`src/rtl/mem_arbiter_if.sv`:
```
// mem_arbiter_if: requester, memory and status signals of the fetch/data memory arbiter
//   slave  : arbiter view (requests and mem_rdata in; readys, read data, memory strobes, busy out)
//   master : environment view (processor requesters and memory model)
interface mem_arbiter_if;
    logic        if_req;
    logic [15:0] if_addr;
    logic        if_ready;
    logic        if_rvalid;
    logic [15:0] if_rdata;
    logic        d_req;
    logic        d_we;
    logic [15:0] d_addr;
    logic [15:0] d_wdata;
    logic        d_ready;
    logic        d_rvalid;
    logic [15:0] d_rdata;
    logic        mem_en;
    logic        mem_we;
    logic [15:0] mem_addr;
    logic [15:0] mem_wdata;
    logic [15:0] mem_rdata;
    logic        busy;
    modport slave (
        input  if_req, if_addr, d_req, d_we, d_addr, d_wdata, mem_rdata,
        output if_ready, if_rvalid, if_rdata, d_ready, d_rvalid, d_rdata,
               mem_en, mem_we, mem_addr, mem_wdata, busy
    );
    modport master (
        output if_req, if_addr, d_req, d_we, d_addr, d_wdata, mem_rdata,
        input  if_ready, if_rvalid, if_rdata, d_ready, d_rvalid, d_rdata,
               mem_en, mem_we, mem_addr, mem_wdata, busy
    );
endinterface

```
`src/rtl/mem_arbiter.sv`:
```
// mem_arbiter: shares one single-port 16-bit memory between instruction fetch and data access
//   clk   : rising-edge clock
//   reset : asynchronous active-high reset
//   bus   : fetch port (if_*), data port (d_*), memory port (mem_*), busy while a read is in flight
module mem_arbiter #(
    parameter int RD_LAT   = 2,
    parameter int MAX_WAIT = 4
) (
    input logic          clk,
    input logic          reset,
    mem_arbiter_if.slave bus
);
    typedef enum logic {IDLE, RD_WAIT} state_t;
    localparam logic [1:0] LAT0 = 2'(RD_LAT - 1);
    localparam logic [3:0] MW   = 4'(MAX_WAIT);
    state_t     state, next;
    logic [1:0] lat_cnt;
    logic [3:0] wait_cnt;
    logic       owner;
    logic       pick_if, if_rdy, d_rdy, rd_accept, done;
    always_comb begin
        pick_if       = bus.if_req && (!bus.d_req || wait_cnt >= MW);
        if_rdy        = state == IDLE && pick_if;
        d_rdy         = state == IDLE && bus.d_req && !pick_if;
        rd_accept     = if_rdy || (d_rdy && !bus.d_we);
        done          = state == RD_WAIT && lat_cnt == 2'd0;
        next          = rd_accept ? RD_WAIT : done ? IDLE : state;
        bus.if_ready  = if_rdy;
        bus.d_ready   = d_rdy;
        bus.mem_en    = if_rdy || d_rdy;
        bus.mem_we    = d_rdy && bus.d_we;
        bus.mem_addr  = if_rdy ? bus.if_addr : d_rdy ? bus.d_addr : 16'h0000;
        bus.mem_wdata = d_rdy ? bus.d_wdata : 16'h0000;
        bus.busy      = state == RD_WAIT;
    end
    always_ff @(posedge clk or posedge reset) begin
        if (reset) state <= IDLE;
        else       state <= next;
    end
    // owner: 0 = fetch, 1 = data; selects which rdata/rvalid the returning read lands in
    always_ff @(posedge clk or posedge reset) begin
        if (reset) begin
            lat_cnt       <= 2'd0;
            wait_cnt      <= 4'd0;
            owner         <= 1'b0;
            bus.if_rvalid <= 1'b0;
            bus.d_rvalid  <= 1'b0;
            bus.if_rdata  <= 16'h0000;
            bus.d_rdata   <= 16'h0000;
        end else begin
            lat_cnt       <= rd_accept ? LAT0 : (state == RD_WAIT && lat_cnt != 2'd0) ? lat_cnt - 2'd1 : lat_cnt;
            owner         <= rd_accept ? d_rdy : owner;
            // fetch starvation count keeps running while a read is in flight
            wait_cnt      <= if_rdy ? 4'd0 : bus.if_req ? (wait_cnt == 4'hf ? wait_cnt : wait_cnt + 4'd1) : 4'd0;
            bus.if_rvalid <= done && !owner;
            bus.d_rvalid  <= done && owner;
            bus.if_rdata  <= (done && !owner) ? bus.mem_rdata : bus.if_rdata;
            bus.d_rdata   <= (done && owner) ? bus.mem_rdata : bus.d_rdata;
        end
    end
endmodule

```
`src/flat_wrapper.sv`:
```
// flat-port wrapper written by rule: the top's interface ports become plain ports
module mem_arbiter_flat 
#(
    parameter int RD_LAT   = 2,
    parameter int MAX_WAIT = 4
)
  (clk, reset, bus_if_req, bus_if_addr, bus_d_req, bus_d_we, bus_d_addr, bus_d_wdata, bus_mem_rdata, bus_if_ready, bus_if_rvalid, bus_if_rdata, bus_d_ready, bus_d_rvalid, bus_d_rdata, bus_mem_en, bus_mem_we, bus_mem_addr, bus_mem_wdata, bus_busy);
  mem_arbiter_if bus_i ();
  input logic clk;
  input logic reset;
  input wire logic [$bits(bus_i.if_req)-1:0] bus_if_req;
  input wire logic [$bits(bus_i.if_addr)-1:0] bus_if_addr;
  input wire logic [$bits(bus_i.d_req)-1:0] bus_d_req;
  input wire logic [$bits(bus_i.d_we)-1:0] bus_d_we;
  input wire logic [$bits(bus_i.d_addr)-1:0] bus_d_addr;
  input wire logic [$bits(bus_i.d_wdata)-1:0] bus_d_wdata;
  input wire logic [$bits(bus_i.mem_rdata)-1:0] bus_mem_rdata;
  output wire logic [$bits(bus_i.if_ready)-1:0] bus_if_ready;
  output wire logic [$bits(bus_i.if_rvalid)-1:0] bus_if_rvalid;
  output wire logic [$bits(bus_i.if_rdata)-1:0] bus_if_rdata;
  output wire logic [$bits(bus_i.d_ready)-1:0] bus_d_ready;
  output wire logic [$bits(bus_i.d_rvalid)-1:0] bus_d_rvalid;
  output wire logic [$bits(bus_i.d_rdata)-1:0] bus_d_rdata;
  output wire logic [$bits(bus_i.mem_en)-1:0] bus_mem_en;
  output wire logic [$bits(bus_i.mem_we)-1:0] bus_mem_we;
  output wire logic [$bits(bus_i.mem_addr)-1:0] bus_mem_addr;
  output wire logic [$bits(bus_i.mem_wdata)-1:0] bus_mem_wdata;
  output wire logic [$bits(bus_i.busy)-1:0] bus_busy;
  assign bus_i.if_req = bus_if_req;
  assign bus_i.if_addr = bus_if_addr;
  assign bus_i.d_req = bus_d_req;
  assign bus_i.d_we = bus_d_we;
  assign bus_i.d_addr = bus_d_addr;
  assign bus_i.d_wdata = bus_d_wdata;
  assign bus_i.mem_rdata = bus_mem_rdata;
  assign bus_if_ready = bus_i.if_ready;
  assign bus_if_rvalid = bus_i.if_rvalid;
  assign bus_if_rdata = bus_i.if_rdata;
  assign bus_d_ready = bus_i.d_ready;
  assign bus_d_rvalid = bus_i.d_rvalid;
  assign bus_d_rdata = bus_i.d_rdata;
  assign bus_mem_en = bus_i.mem_en;
  assign bus_mem_we = bus_i.mem_we;
  assign bus_mem_addr = bus_i.mem_addr;
  assign bus_mem_wdata = bus_i.mem_wdata;
  assign bus_busy = bus_i.busy;
  mem_arbiter #(.RD_LAT(RD_LAT), .MAX_WAIT(MAX_WAIT)) u_core (.clk(clk), .reset(reset), .bus(bus_i));
endmodule
```
`config.mk`:
```
export PLATFORM = sky130hd
export DESIGN_NAME = mem_arbiter_flat
export DESIGN_NICKNAME = d
export VERILOG_FILES = /design/src/rtl/mem_arbiter_if.sv /design/src/rtl/mem_arbiter.sv /design/src/flat_wrapper.sv
export SDC_FILE = /design/constraint.sdc
export NUM_CORES = 1
export LEC_CHECK = 0
export CORE_MARGIN = 4
export CORE_UTILIZATION = 32
export DETAILED_ROUTE_END_ITERATION = 10
export GPL_ROUTABILITY_DRIVEN = 0
export PLACE_DENSITY = 0.77
export REMOVE_ABC_BUFFERS = 1
export SLEW_MARGIN = 10
export SYNTH_ARGS = -nofsm -noshare
export SYNTH_HDL_FRONTEND = slang
export SYNTH_SLANG_ARGS = --single-unit
```
`constraint.sdc`:
```
create_clock -name clk -period 1.4 [get_ports clk]
set_input_delay 0.21 -clock clk [delete_from_list [all_inputs] [get_ports clk]]
set_output_delay 0.21 -clock clk [all_outputs]
set_load 0.05 [all_outputs]
```
==> results.json <==
{
  "p_comb_frac": 0.709,
  "detailedRoute.firstIterationViolations": 66,
  "slew_violations": 0,
  "die_area_mm2": 0.00759,
  "max_freq_mhz": 534,
  "total_leakage_power_nw": 2.01,
  "cp_data_arrival_time_ps": 1660,
  "die_height_um": 87.1,
  "cts.sinks": 42,
  "dr.pass1.iters": 6,
  "ctsHtreeMaxLevel": 2,
  "timing.max_cap.violations": 0,
  "status": "complete, but fails checks",
  "avgViaCountPerCell": 4.69,
  "setup.worst_path.end_class": "output port",
  "kind_of_start_point_of_the_critical_path": "register",
  "core_area_mm2": 0.00599,
  "finalWorstSetupSlack_ps": -471,
  "violations": "negative setup slack",
  "ys.warnings.count": 0,
  "clkTransAtPathRegs_ps": 80,
  "largest_net_degree_at_the_start_of_global_routing": 43,
  "synth_top_area_cell": "dfrtp_1",
  "finalSetupTns_ps": -15570,
  "clock_power_share": 0.074,
  "cts-buffers-inserted": 5,
  "ant_diodes": 0,
  "finClkSkew_ps": 8.45,
  "path_max_fanout": 34,
  "hold_viol": 0,
  "worstMarginPinSlew_ps": 447,
  "fin_util": 0.764,
  "path_cells": "o21ai_1, and3b_2, buf_12, a22o_1, buf_12",
  "p_seq_frac": 0.217,
  "cell_occurring_most_often_along_the_worst_timing_path": "buf_12",
  "grt.overflow.total": 0,
  "grt_first_pass_wirelength_um": 10400,
  "wl_um": 7020,
  "finalSetupViolCount": 36,
  "syn-cell-area_mm2": 0.00200,
  "power.switching_mw": 4.79,
  "antenna_violations_before_repair": 0,
  "nNetsFinal": 386,
  "synthesis.area_per_instance_um2": 12.8,
  "layout.cells.most_common": "buf_12",
  "grt_use_total": 0.180,
  "port-buffer-count": 139,
  "crit_required_ps": 1190,
  "synth_top_area_share": 0.524,
  "powerDensity_mw_per_mm2": 2400,
  "clk_latency_ps": 290,
  "tritoncts": "done",
  "critical-path-slowest-cell": "dfrtp_1",
  "setup_repair_after_global_routing_missed_its_margin": "yes",
  "dp_hpwl_um": 5690,
  "post_route_cells_drive_above_1_share": 0.472,
  "total_via_count_after_detailed_routing": 1833,
  "core.rowCount": 28,
  "ys_top_cells_by_area": "dfrtp_1 52%, mux2_2 18%, a22o_1 7.0%",
  "ioPinCount": 140,
  "cts_root_buf": "clkbuf_8",
  "ys_types": 29,
  "synth_cells": 157,
  "first_global_vias": 2038,
  "detail-route-antenna-nets": 0,
  "layout.cells.most_common_list": "77 x buf_12, 67 x clkdlybuf4s50_1, 42 x dfrtp_1, 32 x mux2_2, 17 x and2_1",
  "ctsHoldBuffers": 0,
  "starting_density_of_the_core": 0.335,
  "irDropWorstVdd_v": 0.00192,
  "period_minus_slack_ps": 1870,
  "synth_seq_cells": 42,
  "route.detailed.drc": 0,
  "post_drt_wl_per_cell_um": 18.0,
  "die_width_um": 87.1,
  "flow.area_growth_from_synthesis_pct": 128,
  "timing_worst_setup_path_type": "register to output port",
  "cpPeakStageDelay_ps": 430,
  "nFillCells": 366,
  "min-delay-path-class": "input pin to asynchronous set/reset pin",
  "p_int_mw": 6.20,
  "min_period_over_period": 1.34,
  "sw_frac_of_total": 0.436,
  "ys_seq_area_frac": 0.524,
  "max-slew-margin-rel": 0.699,
  "max-clock-path-buffers": 2
}
==> flip-flops by register name, indices dropped and copies added (netlist names) <==
name                  count
u_core.bus.d_rdata       16
u_core.wait_cnt           4
u_core.lat_cnt            2
u_core.bus.busy           1
u_core.owner              1
u_core.bus.if_rvalid      1
u_core.bus.if_rdata      16
u_core.bus.d_rvalid       1
==> power groups by stage <==
stage	sequential, mW	clock (mW)	combinational, mW
4_1_cts	2.38	0.831	7.65
5_1_grt	2.44	0.894	8.07
6_report	2.38	0.812	7.79
2_1_floorplan	3.89	0	1.91
3_5_place_dp	2.40	0	7.57
3_3_place_gp	2.35	0	7.47
==> path summary, 6_finish.rpt <==
kind	start	endpoint	slack [ps]	cells past startpoint
worst max register to register	u_core.wait_cnt[2]$_DFFE_PP0P_	u_core.bus.busy$_DFFE_PP0P_	-30	4
worst min-delay path	reset	u_core.bus.d_rdata[9]$_DFFE_PP0P_	250	3
worst max-delay path	u_core.wait_cnt[3]$_DFFE_PP0P_	bus_mem_addr[0]	-470	5
worst min register to register	u_core.bus.d_rdata[4]$_DFFE_PP0P_	u_core.bus.d_rdata[4]$_DFFE_PP0P_	570	1
max in group asynchronous	reset	u_core.lat_cnt[1]$_DFFE_PP0P_	940	3
min in group clk	bus_if_req	u_core.wait_cnt[0]$_DFFE_PP0P_	490	4
==> worst max-delay path, delay by kind of cell (launching register included) <==
family	cells	cell delay (ps)
DFF	1	430
AOI/OAI and AO/OA	2	370
buffers and inverters	2	330
and+or+nand+nor	1	230
==> through the flow <==
step / setup WS [ps] / cells / power (mW) / hold WS [ps] / cell area [um^2]
2_1_floorplan: -1440 / 148 / 5.79 / 361 / 1930
3_3_place_gp: -405 / 381 / 9.81 / 523 / 4330
3_5_place_dp: -512 / 381 / 9.97 / 550 / 4330
4_1_cts: -480 / 389 / 10.9 / 256 / 4460
5_1_grt: -577 / 391 / 11.4 / 277 / 4570
6_report: -471 / 391 / 11.0 / 254 / 4570
==> kinds of logic (layout without fill, tap and decap cells) <==
kind of cell / after synthesis / in the layout / share of synthesized area
simple gates: 41 / 41 / 0.122
compound gates: 22 / 22 / 0.0999
flops: 42 / 42 / 0.524
mux: 33 / 33 / 0.185
buf+inv: 15 / 174 / 0.0474
xor+xnor: 2 / 2 / 0.00874
fa+ha+maj: 2 / 2 / 0.0125
==> layer usage <==
metal,up-vias,wire [um],part of all wire,GRT usage
met5,-,0,0,0
met4,0,44,0.0063,0.0377
met3,5,294,0.042,0.0416
met2,41,4130,0.59,0.331
met1,917,2550,0.36,0.213
li1,870,-,-,-
==> cells in the mapped netlist <==
master / n
dfrtp_1: 42
mux2_2: 32
and2_1: 17
a22o_1: 16
nor2_1: 9
inv_1: 6
buf_2: 4
buf_6: 4
nor3b_1: 3
ha_1: 2
nand2_1: 2
nand3_1: 2
nor3_1: 2
a2111oi_4: 1
a211o_1: 1
a21o_1: 1
a31oi_1: 1
and3b_1: 1
buf_4: 1
mux2i_1: 1
nand3_2: 1
nand3b_2: 1
nor2b_1: 1
nor3b_2: 1
o21ai_0: 1
o21ai_1: 1
or3_1: 1
xnor2_1: 1
xor2_1: 1
==> cell type report <==
class | instances | area (um^2) | area share
clock buffer | 6 | 82.6 | 0.0181
sequential | 42 | 1050 | 0.230
multi-input combinational | 100 | 946 | 0.207
clock inverter | 2 | 12.5 | 0.00274
timing repair buffer | 160 | 2370 | 0.517
inverter | 6 | 22.5 | 0.00492
tap | 75 | 93.8 | 0.0205
==> repair_timing <==
action,in CTS,in global routing
gates cloned,0,1
gates resized for setup,8,13
setup endpoints to repair,39,55
setup buffers,1,2
pin swaps,2,4
endpoints found under the hold margin,0,0
(Power assumes the default switching activity.)
